**src/rtl/fifo_word_packer.sv**
```systemverilog
// Packs bytes read from an upstream FIFO into LANES-byte words, first byte in
// the low lane, with flush for partial words and an accepted-word counter.
module fifo_word_packer #(
   parameter int LANES = 4
) (
   input  logic               clk,
   input  logic               rst,
   input  logic               fifo_empty,
   input  logic [7:0]         fifo_data_out,
   output logic               fifo_rd_en,
   input  logic               flush,
   output logic               out_valid,
   input  logic               out_ready,
   output logic [8*LANES-1:0] out_data,
   output logic [3:0]         out_bytes,
   output logic [15:0]        word_count
);

   typedef enum logic [0:0] {COLLECT = 1'b0, OUTPUT = 1'b1} state_t;

   localparam logic [3:0] LANES_C = 4'(LANES);

   state_t               state_r, state_s;
   logic [3:0]           byte_cnt_r, byte_cnt_s;
   logic                 rd_pend_r;
   logic                 rd_en_s;
   logic                 flush_latched_r, flush_latched_s;
   logic [8*LANES-1:0]   data_r, data_s;
   logic [3:0]           bytes_r, bytes_s;
   logic                 valid_r, valid_s;
   logic [15:0]          word_count_r, word_count_s;

   // Read strobe: collecting, data available, no flush pending and room for one more byte.
   always_comb begin
      rd_en_s = 1'b0;
      if (rst && (state_r == COLLECT) && !fifo_empty && !flush_latched_r &&
          ((byte_cnt_r + {3'b000, rd_pend_r}) < LANES_C)) begin
         rd_en_s = 1'b1;
      end else begin
         rd_en_s = 1'b0;
      end
   end

   // Next-state and datapath update for the collect/output handshake.
   always_comb begin
      state_s         = state_r;
      byte_cnt_s      = byte_cnt_r;
      flush_latched_s = flush_latched_r;
      data_s          = data_r;
      bytes_s         = bytes_r;
      valid_s         = valid_r;
      word_count_s    = word_count_r;
      case (state_r)
         COLLECT: begin
            if (flush) begin
               flush_latched_s = 1'b1;
            end else begin
               flush_latched_s = flush_latched_r;
            end
            if (rd_pend_r) begin
               for (int i = 0; i < LANES; i++) begin
                  if (byte_cnt_r == 4'(i)) begin
                     data_s[8*i +: 8] = fifo_data_out;
                  end else begin
                     data_s[8*i +: 8] = data_r[8*i +: 8];
                  end
               end
               byte_cnt_s = byte_cnt_r + 4'd1;
               if (byte_cnt_s == LANES_C) begin
                  state_s         = OUTPUT;
                  valid_s         = 1'b1;
                  bytes_s         = LANES_C;
                  flush_latched_s = 1'b0;
               end else begin
                  state_s = COLLECT;
               end
            end else if (flush_latched_r) begin
               // Flush acts only once no read is in flight, so no byte is lost.
               if (byte_cnt_r != 4'd0) begin
                  state_s         = OUTPUT;
                  valid_s         = 1'b1;
                  bytes_s         = byte_cnt_r;
                  flush_latched_s = 1'b0;
               end else begin
                  flush_latched_s = 1'b0;
               end
            end else begin
               state_s = COLLECT;
            end
         end
         OUTPUT: begin
            flush_latched_s = 1'b0;
            if (valid_r && out_ready) begin
               state_s      = COLLECT;
               byte_cnt_s   = 4'd0;
               data_s       = '0;
               bytes_s      = 4'd0;
               valid_s      = 1'b0;
               word_count_s = word_count_r + 16'd1;
            end else begin
               state_s = OUTPUT;
            end
         end
         default: begin
            state_s         = COLLECT;
            byte_cnt_s      = 4'd0;
            flush_latched_s = 1'b0;
            data_s          = '0;
            bytes_s         = 4'd0;
            valid_s         = 1'b0;
         end
      endcase
   end

   // State and output registers; reset drops any partial word and in-flight read.
   always_ff @(posedge clk) begin
      if (!rst) begin
         state_r         <= COLLECT;
         byte_cnt_r      <= 4'd0;
         rd_pend_r       <= 1'b0;
         flush_latched_r <= 1'b0;
         data_r          <= '0;
         bytes_r         <= 4'd0;
         valid_r         <= 1'b0;
         word_count_r    <= 16'd0;
      end else begin
         state_r         <= state_s;
         byte_cnt_r      <= byte_cnt_s;
         rd_pend_r       <= rd_en_s;
         flush_latched_r <= flush_latched_s;
         data_r          <= data_s;
         bytes_r         <= bytes_s;
         valid_r         <= valid_s;
         word_count_r    <= word_count_s;
      end
   end

   assign fifo_rd_en = rd_en_s;
   assign out_valid  = valid_r;
   assign out_data   = data_r;
   assign out_bytes  = bytes_r;
   assign word_count = word_count_r;

endmodule

```
**config.mk**
```make
export PLATFORM = sky130hd
export DESIGN_NAME = fifo_word_packer
export DESIGN_NICKNAME = d
export VERILOG_FILES = /design/src/rtl/fifo_word_packer.sv
export SDC_FILE = /design/constraint.sdc
export NUM_CORES = 1
export LEC_CHECK = 0
export CAP_MARGIN = 40
export CORE_UTILIZATION = 49
export DETAILED_ROUTE_END_ITERATION = 10
export GPL_ROUTABILITY_DRIVEN = 0
export PLACE_DENSITY = 0.8
export SLEW_MARGIN = 20
export SYNTH_ARGS = -nofsm -noshare
export SYNTH_HDL_FRONTEND = slang
export SYNTH_SLANG_ARGS = --single-unit
```
**constraint.sdc**
```tcl
create_clock -name clk -period 2.41 [get_ports clk]
set_input_delay 0.6025 -clock clk [delete_from_list [all_inputs] [get_ports clk]]
set_output_delay 0.6025 -clock clk [all_outputs]
set_load 0.005 [all_outputs]
```
# ---- Yosys cells after proc, flatten, opt, wreduce, memory -nomap -nowiden
# Index checks and enable logic that the tools add are counted.
# Widths: inputs -> output; s select.
dict set report classes {
  div_mod_pow 0
  eq_ne 13
  mux 33
  multipliers 0
  bitwise 1
  order_cmp 1
  n_addsub 3
  reduce_logical 16
  shifts 0
}
# op count
set op_table {}
lappend op_table {{$mux 32} 2}
lappend op_table {{$pmux 32 s2} 1}
lappend op_table {{$mux 8} 4}
lappend op_table {{$mux 4} 6}
lappend op_table {{$add 16x1->16 const B} 1}
lappend op_table {{$pmux 4 s2} 2}
lappend op_table {{$mux 1} 15}
lappend op_table {{$reduce_and 3->1} 4}
lappend op_table {{$ne 2x1->1 const B} 5}
lappend op_table {{$eq 4x2->1 const B} 2}
lappend op_table {{$ne 3x2->1 const B} 2}
lappend op_table {{$pmux 1 s2} 3}
lappend op_table {{$logic_and 1x1->1} 5}
lappend op_table {{$add 4x1->4} 1}
lappend op_table {{$add 4x1->4 const B} 1}
lappend op_table {{$eq 4x1->1 const B} 1}
lappend op_table {{$eq 4x3->1 const B} 1}
lappend op_table {{$logic_not 4->1} 1}
lappend op_table {{$lt 4x3->1 const B} 1}
lappend op_table {{$reduce_and 2->1} 2}
lappend op_table {{$reduce_and 4->1} 1}
lappend op_table {{$reduce_bool 4->1} 1}
lappend op_table {{$ne 3x3->1 const B} 1}
lappend op_table {{$logic_not 1->1} 2}
lappend op_table {{other kinds (2)} 2}
dict set report totals {
  memories 0
  output_inout_bits 54
  elab_cells 78
  regBits 60
  ram_bits 0
  input_bits 13
  latchBits 0
  mem_bits_ro 0
}

# ---- Logic depth before layout (Yosys ltp)
# Gate-level depths: netlist of the first run.
dict set report depth {
  depth_word 6
  ltp_mapped 6
  depth_no_buf 6
}

# ---- Worst setup path after synthesis of the first run
# No wires, ideal clock.
dict set report synth_path {
  path_kind {in2reg}
  from {in out_ready}
  to {reg word_count_r[13], in the netlist word_count[13]}
  setup_slack_ns 0.620
  arrival_time_ns 1.719
  setup_time_ns 0.071
  required_time_ns 2.339
  path_stages 4
  path_buffers 0
  path_cell_list {nand3_4 > or4_4 > or3_1 > a21oi_1}
}
dict set report synth_between {
  elab_chain_cells 2
}
# element line_no
set synth_rtl {}
lappend synth_rtl {{start, declared} 13} ;# input logic out_ready,
lappend synth_rtl {{$logic_and 1x1->1} 93} ;# if (valid_r && out_ready) begin
lappend synth_rtl {{$reduce_and 2->1 (no source line)} n/a}
lappend synth_rtl {{end signal, assigned} 134} ;# word_count_r <= word_count_s;
lappend synth_rtl {{end, declared} 31} ;# logic [15:0] word_count_r, word_count_s;
# No other way between the ends.
# A chain may end at the register's enable or synchronous reset.

# ---- Worst setup path in the final report of the first run
dict set report layout_path {
  from {in rst}
  to {out fifo_rd_en}
}
dict set report layout_between {
  elab_chain_cells 5
}
# element line_no
set layout_rtl {}
lappend layout_rtl {{start, declared} 7} ;# input logic rst,
lappend layout_rtl {{$logic_and 1x1->1 (4 in a row)} 36} ;# if (rst && (state_r == COLLECT) && !fifo_empty && !flush_latched_r &&
lappend layout_rtl {{$mux 1} 36}
lappend layout_rtl {{end, declared} 10} ;# output logic fifo_rd_en,
# No other way between the ends.

==> flow_summary.json, run 1 <==
{
  "die_x_um": 75.8,
  "drive_above_1_share_pct": 11.2,
  "grt_max_degree": 25,
  "worst_slack_ps": 219,
  "crit_arrival_ps": 1590,
  "synth_fa_ha_area_share_pct": 2.35,
  "ys_types": 43,
  "maxCapViolCount": 0,
  "initial_core_util_pct": 51.5,
  "synthesis.area_um2": 2670,
  "cts_max_level": 3,
  "period_needed_ps": 2190,
  "required_ps": 1810,
  "seq_area_frac_synth_pct": 45.0,
  "crit_chain": "clkdlybuf4s50_1, nand2b_1, nor4_1, dlygate4sd2_1",
  "grt_util_all_layers_pct": 23.4,
  "min_period_over_period_pct": 90.9,
  "crit_type": "in2out",
  "cts_sinks": 60,
  "fp-row-count": 26,
  "clock_latency_ps": 340,
  "slowest_stage": "clkdlybuf4s50_1",
  "drt_iter0_markers": 64,
  "cts_tree": "done",
  "final-setup-viol-count": 0,
  "dieArea_um2": 5740,
  "overflow": 0,
  "finalNonFillerCells": 445,
  "maxSlewHeadroom_pct": 60.7,
  "ys.flop_type": "dfxtp_1",
  "critical-path-top-delay-family": "buffers and inverters",
  "placed_area_um2": 3460,
  "core-area_um2": 5170,
  "power.leakage_nw": 1.56,
  "clock.fmax_mhz": 456,
  "synth_compound_area_share_pct": 6.80,
  "clkTransAtPathRegs_ps": 70,
  "p_per_area_nw_per_um2": 589,
  "synth_xor_xnor_area_share_pct": 2.96,
  "preCtsSetupSlack_ps": -87.9,
  "hp-class": "reg2reg",
  "fin_skew_ps": 6.83,
  "fin_area_um2": 3680,
  "synthesis.nets": 311,
  "synth_area_leaders": "dfxtp_1, mux2i_1, nor2_1",
  "rsz0062_at_grt": "no",
  "slew_violations": 0,
  "cts_resized": 2,
  "pin_count": 67,
  "clockBufferDepth": 2,
  "n_antenna_cell": 0,
  "slowest_delay_ps": 470,
  "finalHoldViolations": 0,
  "hpwlAfterDp_um": 4370,
  "post-cts-setup-buffer-count": 0,
  "synth_top_area_share_pct": 45.0,
  "io_buffers": 66,
  "tns_ps": 0,
  "yosys.area_share.simple_pct": 27.2,
  "drc": 0,
  "endpoint_kind": "output port",
  "detail-route-antenna-nets": 0,
  "start_kind": "input port",
  "synth-seq-cells": 60,
  "critPathMaxFanout": 2,
  "synth-edff-count": 0,
  "postSynthAreaPerCell_um2": 9.10,
  "outcome": "finished, final reports clean",
  "yosysWarnings": 0,
  "wl_um": 6180,
  "layout.nets": 388,
  "async_reset_ff_share_pct": 0,
  "ys_top_cells_by_count": "dfxtp_1, nor2_1, mux2i_1, nand2_1, and2_1",
  "dr.pass1.iters": 5,
  "synthMuxAreaShare_pct": 12.8,
  "dp.cells": 429,
  "synth.most_common_cell": "dfxtp_1",
  "synth_top_family_by_area": "simple AND/OR/NAND/NOR gates",
  "numCtsBuffers": 9,
  "tightest_slew_ps": 588,
  "grt_pass1_vias": 2121,
  "die_h_um": 75.8,
  "ir_worst_vdd_mv": 0.555,
  "syn2layout_area_growth_pct": 38.2,
  "synthCells": 293,
  "dr_total_vias": 2353,
  "antenna_found_initial": 0,
  "critical_path_buf_inv_count": 2,
  "grt_pass1_wl_um": 9780,
  "hold_buffers": 0,
  "vias_per_cell": 5.29,
  "wl_per_cell_um": 13.9,
  "cts_root_buffer": "clkbuf_8",
  "synth_largest_area_cell": "dfxtp_1"
}
==> placed cells by master, fill, tap and decap left out, types with 2 or more instances in the layout <==
cell / Yosys / layout
o21ai_0: 6 / 6
nor4_1: 5 / 5
buf_4: 1 / 14
xor2_1: 3 / 3
or4_1: 2 / 2
a21oi_2: 2 / 2
nor2_1: 34 / 34
nand2_1: 30 / 30
ha_1: 5 / 5
nor3_1: 3 / 3
a32o_1: 3 / 3
nand2_2: 2 / 2
clkdlybuf4s50_1: 0 / 65
a21oi_1: 10 / 10
or3_1: 4 / 4
clkbuf_8: 0 / 13
nand2b_1: 10 / 10
nand3_1: 7 / 7
xnor2_1: 6 / 6
mux2i_1: 33 / 33
nand4_1: 6 / 6
dfxtp_1: 60 / 59
inv_1: 4 / 4
nor2b_1: 10 / 10
and2_1: 16 / 16
==> flip-flops by register name, indices dropped and copies added, names as in the netlist <==
name	count
state_r	1
out_bytes	4
rd_pend_r	1
out_valid	1
out_data	32
flush_latched_r	1
word_count	16
byte_cnt_r	4
==> worst paths after layout <==
check	depth (start not counted)	end	slack, ps	start
worst max-delay path	4	fifo_rd_en	220	rst
worst min-delay path	2	word_count[15]$_SDFFE_PN0P_	500	word_count[15]$_SDFFE_PN0P_
worst max register to register	5	word_count[15]$_SDFFE_PN0P_	370	state_r$_SDFF_PN0_
worst min register to register	2	word_count[15]$_SDFFE_PN0P_	500	word_count[15]$_SDFFE_PN0P_
==> through the flow <==
stage / util [%] / total power [mW] / hold WS [ps]
final: 71.2 / 2.17 / 502
after global routing: 71.2 / 2.26 / 539
after CTS: 71.2 / 2.19 / 505
after detailed placement: 67.0 / 1.21 / 482
after global placement: 67.0 / 1.21 / 474
after floorplan: - / 1.13 / 459
==> worst register-to-register path: stages, from the launching register on <==
cell	delay [ps]
dfxtp_1	560
buf_4	250
nand3_4	80
or4_4	590
or3_1	360
a21oi_1	150
==> cell type report <==
cell class / count / area [um2]
multi-input combinational: 214 / 1390
clock buffer: 13 / 179
timing repair buffer: 80 / 764
tap: 70 / 87.6
inverter: 5 / 18.8
fill: 412 / 1490
sequential: 60 / 1200
clock inverter: 3 / 42.5
==> where the power goes <==
part           internal [mW]  switching, mW  leakage (nW)  total, mW
combinational         0.0864         0.0777         0.965      0.164
clock                  0.589          0.393         0.112      0.982
sequential              1.01         0.0165         0.485       1.03
==> routing by layer <==
metal  share of wire, %  GRT usage, %  up-vias
li1                   -             -     1157
met1                 44          27.6     1139
met2                 51          40.2       49
met3                3.9          7.01        8
met4                1.0          8.02        0
met5                  0             0        -
==> cells by family after synthesis <==
| family | after synthesis |
|---|---|
| mux | 34 |
| fa+ha+maj | 5 |
| flops | 60 |
| xor+xnor | 9 |
| simple gates | 138 |
| compound gates | 28 |
| buf+inv | 19 |
No activity file was read; power rests on OpenSTA's default activity.
==> run 2, diff against run 1 <==
- REMOVE_ABC_BUFFERS: unset -> 1
==> run 2 against run 1 <==
Against the previous run:
- fmax down 1.8%
- critical endpoint unchanged
- critical path type unchanged
- clock skew about the same
- sequential cell count unchanged
- worst hold slack worse by 18 ps
- register-to-register slack better by 80 ps
- clock power up 7%
- combinational power up 2%
- design area up 0.27%
- via count down 3.4%
- wire length down 4.5%
- die area unchanged
==> flow_summary.json, run 2 (synthesis gave the netlist of run 1 again) <==
{
  "dr_total_vias": 2272,
  "p_per_area_nw_per_um2": 605,
  "hpwlAfterDp_um": 4110,
  "die_h_um": 75.8,
  "drc": 0,
  "finalHoldViolations": 0,
  "drt_iter0_markers": 87,
  "maxSlewHeadroom_pct": 61.4,
  "n_antenna_cell": 0,
  "hold_ws_ps": 485,
  "clkTransAtPathRegs_ps": 60,
  "ir_worst_vdd_mv": 0.439,
  "die_x_um": 75.8,
  "crit_type": "in2out",
  "hp-class": "reg2reg",
  "dp.cells": 427,
  "min_period_over_period_pct": 92.6,
  "start_kind": "input port",
  "cts_tree": "done",
  "power.leakage_nw": 1.57,
  "grt_max_degree": 37,
  "core-area_um2": 5170,
  "tightest_slew_ps": 578,
  "required_ps": 1810,
  "final-setup-viol-count": 0,
  "outcome": "finished, final reports clean",
  "crit_arrival_ps": 1630,
  "numCtsBuffers": 9,
  "initial_core_util_pct": 51.5,
  "critPathMaxFanout": 2,
  "dr.pass1.iters": 4,
  "slowest_stage": "clkdlybuf4s50_1",
  "slew_violations": 0,
  "fin_skew_ps": 7.22,
  "overflow": 0,
  "path_depth": 4,
  "critical-path-top-delay-family": "buffers and inverters",
  "cts_max_level": 3,
  "cts_sinks": 60,
  "layout_common_cells": "clkdlybuf4s50_1, dfxtp_1, nor2_1, mux2i_1, nand2_1",
  "clock_latency_ps": 330,
  "antenna_found_initial": 0,
  "layout.nets": 386,
  "rsz0062_at_grt": "no",
  "grt_pass1_vias": 2008,
  "finalNonFillerCells": 443,
  "dieArea_um2": 5740,
  "grt_pass1_wl_um": 9230,
  "hold_buffers": 0,
  "preCtsSetupSlack_ps": -104,
  "drive_above_1_share_pct": 10.5,
  "fp-row-count": 26,
  "total_power_mw": 2.23,
  "critical_path_buf_inv_count": 2,
  "reg2reg_depth": 7,
  "final_common_cell": "clkdlybuf4s50_1",
  "pin_count": 67,
  "io_buffers": 66,
  "clockBufferDepth": 2,
  "syn2layout_area_growth_pct": 38.6,
  "period_needed_ps": 2230,
  "cts_root_buffer": "clkbuf_8",
  "wl_per_cell_um": 13.3,
  "detail-route-antenna-nets": 0,
  "crit_chain": "clkdlybuf4s50_1, nand2b_1, nor4_1, dlygate4sd2_1",
  "holdPathStages": 2,
  "largest_register_ffs": 32,
  "vias_per_cell": 5.13,
  "slowest_delay_ps": 480,
  "worst_slack_ps": 178,
  "wl_um": 5900,
  "maxCapViolCount": 0,
  "clock.fmax_mhz": 448,
  "reg2reg_slack_ps": 450,
  "grt_util_all_layers_pct": 21.9,
  "endpoint_kind": "output port"
}
==> run 2: final cells by class <==
class | count | area (um2)
flip-flops and latches | 60 | 1200
fillers | 385 | 1480
clock inverters | 4 | 70.1
clock buffers | 12 | 165
repair buffers | 78 | 762
inverters | 5 | 18.8
multi-input cells | 214 | 1390
well taps | 70 | 87.6
==> run 2: worst paths after layout <==
| check | startpoint | endpoint |
|---|---|---|
| worst min register to register | word_count[15]$_SDFFE_PN0P_ | word_count[15]$_SDFFE_PN0P_ |
| worst max-delay path | rst | fifo_rd_en |
| worst max register to register | byte_cnt_r[0]$_SDFFE_PN0P_ | out_bytes[0]$_SDFFE_PN0P_ |
| worst min-delay path | word_count[15]$_SDFFE_PN0P_ | word_count[15]$_SDFFE_PN0P_ |
==> run 2: through the flow <==
| stage | area [um2] | setup TNS, ps | util [%] |
|---|---|---|---|
| after floorplan | 2610 | 0 | - |
| after global placement | 3460 | -119 | 66.9 |
| after detailed placement | 3460 | -104 | 66.9 |
| after CTS | 3690 | 0 | 71.4 |
| after global routing | 3690 | 0 | 71.4 |
| final | 3690 | 0 | 71.4 |
==> run 2: tightest hold or removal path, cell delays in order (launching register included) <==
cell and delay [ps]:
dfxtp_1 310, o21ai_0 70, a21oi_1 60
==> run 2: where the power goes <==
group / leakage [nW] / internal [mW] / total, mW / switching (mW)
Combinational: 0.961 / 0.0879 / 0.168 / 0.0805
Clock: 0.122 / 0.663 / 1.05 / 0.382
Sequential: 0.485 / 1.01 / 1.02 / 0.0120
Total: 1.57 / 1.76 / 2.23 / 0.475
==> run 2: layer usage <==
layer	global-route usage [%]	vias to the layer above	wire, um
li1	-	1158	-
met5	0	-	0
met3	5.29	14	195
met2	36.8	54	2930
met1	25.7	1046	2630
met4	11.5	0	146
==> run 2: repair_timing <==
item / 4_1_cts / 5_1_grt
gates resized for setup: 1 / 0
setup buffers: 0 / 0
endpoints found under the setup margin: 1 / 0
==> run 3, diff against run 2 <==
- CORE_UTILIZATION: 49 -> 60
- DONT_BUFFER_PORTS: unset -> 1
- PLACE_DENSITY: 0.8 -> 0.76
- clock period: 2.41 -> 2.1 ns (I/O delays scaled with it)
==> run 3 against run 2 <==
Against the previous run:
- sequential cell count did not move
- largest power group unchanged
- highest routed layer unchanged
- sequential share of layout area is 8.0 points higher
- register-to-register slack got worse by 200 ps
- largest cell class unchanged
- wire length decreased by 7.0%
- worst hold slack got worse by 220 ps
- setup slack improved by 1.7 ps
- sequential power is 16% higher
- global-route usage up 3.6 points
- combinational power down 33%
- count of clock-buffer cells in the layout shrank 2
- via count down 11%
- non-clock buffer count is 71 lower
==> flow_summary.json, run 3 (synthesis gave the netlist of run 1 again) <==
{
  "drt_iter0_markers": 89,
  "finalHoldViolations": 0,
  "grt_util_all_layers_pct": 25.5,
  "critPathMaxFanout": 7,
  "hold_ws_ps": 260,
  "wl_per_cell_um": 15.6,
  "p_per_area_nw_per_um2": 854,
  "drc": 0,
  "slowest_delay_ps": 450,
  "post-cts-setup-buffer-count": 0,
  "period_needed_ps": 1920,
  "hold_buffers": 0,
  "maxSlewHeadroom_pct": 53.6,
  "dr.pass1.iters": 4,
  "largest_register_ffs": 32,
  "min_period_over_period_pct": 91.5,
  "cts_tree": "done",
  "final_core_util_pct": 71.5,
  "rsz0062_at_grt": "no",
  "clockBufferDepth": 2,
  "core-area_um2": 4140,
  "overflow": 0,
  "p_switching_mw": 0.513,
  "layout.nets": 315,
  "critPathLaunch": "rd_pend_r$_SDFF_PN0_",
  "cts_root_buffer": "clkbuf_8",
  "pin_count": 67,
  "cp-endpoint": "fifo_rd_en",
  "fillerInstances": 331,
  "antenna_found_initial": 0,
  "p_clk_share_pct": 48.9,
  "finalNonFillerCells": 351,
  "combPwrFrac_pct": 4.5,
  "layout_common_cells": "dfxtp_1, nor2_1, mux2i_1, nand2_1, and2_1",
  "slowest_stage": "dfxtp_1",
  "tns_ps": 0,
  "placed_area_um2": 2730,
  "reg2reg_to": "word_count[13]$_SDFFE_PN0P_",
  "r2r_start": "word_count[0]$_SDFFE_PN0P_",
  "n_antenna_cell": 0,
  "required_ps": 1570,
  "cts_sinks": 60,
  "grt_pass1_vias": 1902,
  "crit_type": "reg2out",
  "power.leakage_nw": 1.31,
  "clock.fmax_mhz": 521,
  "path_depth": 4,
  "clock_latency_ps": 340,
  "slew_violations": 0,
  "dieArea_um2": 4710,
  "drive_above_1_share_pct": 11.0,
  "crit_arrival_ps": 1400,
  "worst_slack_ps": 179,
  "final-setup-viol-count": 0,
  "critical-path-top-delay-family": "simple AND/OR/NAND/NOR gates",
  "initial_core_util_pct": 64.3,
  "detail-route-antenna-nets": 0,
  "ir_worst_vdd_mv": 0.791,
  "final_common_cell": "dfxtp_1",
  "p_int_mw": 2.02,
  "outcome": "finished, final reports clean",
  "critical_path_buf_inv_count": 0,
  "cts_resized": 0,
  "maxCapViolCount": 0,
  "start_kind": "flip-flop",
  "fp-row-count": 23,
  "io_buffers": 0,
  "numCtsBuffers": 9,
  "clkTransAtPathRegs_ps": 60,
  "syn2layout_area_growth_pct": 11.1,
  "grt_max_degree": 38,
  "hp-class": "in2reg",
  "reg2reg_depth": 4,
  "wl_um": 5490,
  "die_h_um": 68.7,
  "fin_area_um2": 2960,
  "hpwlAfterDp_um": 3620,
  "grt_pass1_wl_um": 8560,
  "cts_max_level": 3,
  "tightest_slew_ps": 696,
  "swShare_pct": 20.3,
  "power_frac_seq_pct": 46.7,
  "reg2reg_slack_ps": 250,
  "endpoint_kind": "output port",
  "die_x_um": 68.7,
  "total_power_mw": 2.53,
  "fin_skew_ps": 5.64,
  "dp.cells": 336,
  "crit_chain": "nand3_1, nor2_1, a21oi_1, nor4_1",
  "dr_total_vias": 2031,
  "vias_per_cell": 5.79,
  "preCtsSetupSlack_ps": 264
}
[run 3: power groups by stage]
stage	clock, mW	combinational (mW)	sequential, mW
4_1_cts	1.26	0.114	1.18
6_report	1.24	0.113	1.18
2_1_floorplan	0	0.0899	1.20
3_5_place_dp	0	0.113	1.21
3_3_place_gp	0	0.111	1.20
5_1_grt	1.32	0.126	1.18
[run 3: how the worst min path moves through the flow]
stage / startpoint / to / depth (start not counted)
floorplan: flush_latched_r$_SDFF_PP0_ / rd_pend_r$_SDFF_PN0_ / 1
global placement: flush_latched_r$_SDFF_PP0_ / rd_pend_r$_SDFF_PN0_ / 1
detailed placement: flush_latched_r$_SDFF_PP0_ / rd_pend_r$_SDFF_PN0_ / 1
CTS: fifo_empty / rd_pend_r$_SDFF_PN0_ / 1
global route: fifo_empty / rd_pend_r$_SDFF_PN0_ / 1
finish: fifo_empty / rd_pend_r$_SDFF_PN0_ / 1
[run 3: worst reg2reg max path: stages (launching register included)]
cell and delay (ps):
dfxtp_1 420, nand3_1 230, or4_4 610, or3_1 360, a21oi_1 150
[run 3: per-layer routing]
| metal | up-vias | part of all wire, % | GRT usage (%) |
|---|---|---|---|
| li1 | 1010 | - | - |
| met2 | 60 | 48 | 40.8 |
| met1 | 955 | 44 | 29.2 |
| met5 | - | 0 | 0 |
| met3 | 6 | 6.6 | 11.0 |
| met4 | 0 | 1.5 | 11.7 |
[run 3: cell type report]
| type | instances | area [um2] | area share [%] |
|---|---|---|---|
| multi-input combinational | 214 | 1390 | 46.9 |
| sequential | 60 | 1200 | 40.5 |
| clock buffer | 10 | 138 | 4.65 |
| clock inverter | 5 | 100 | 3.38 |
| tap | 50 | 62.6 | 2.11 |
| timing repair buffer | 7 | 52.6 | 1.77 |
| inverter | 5 | 18.8 | 0.633 |
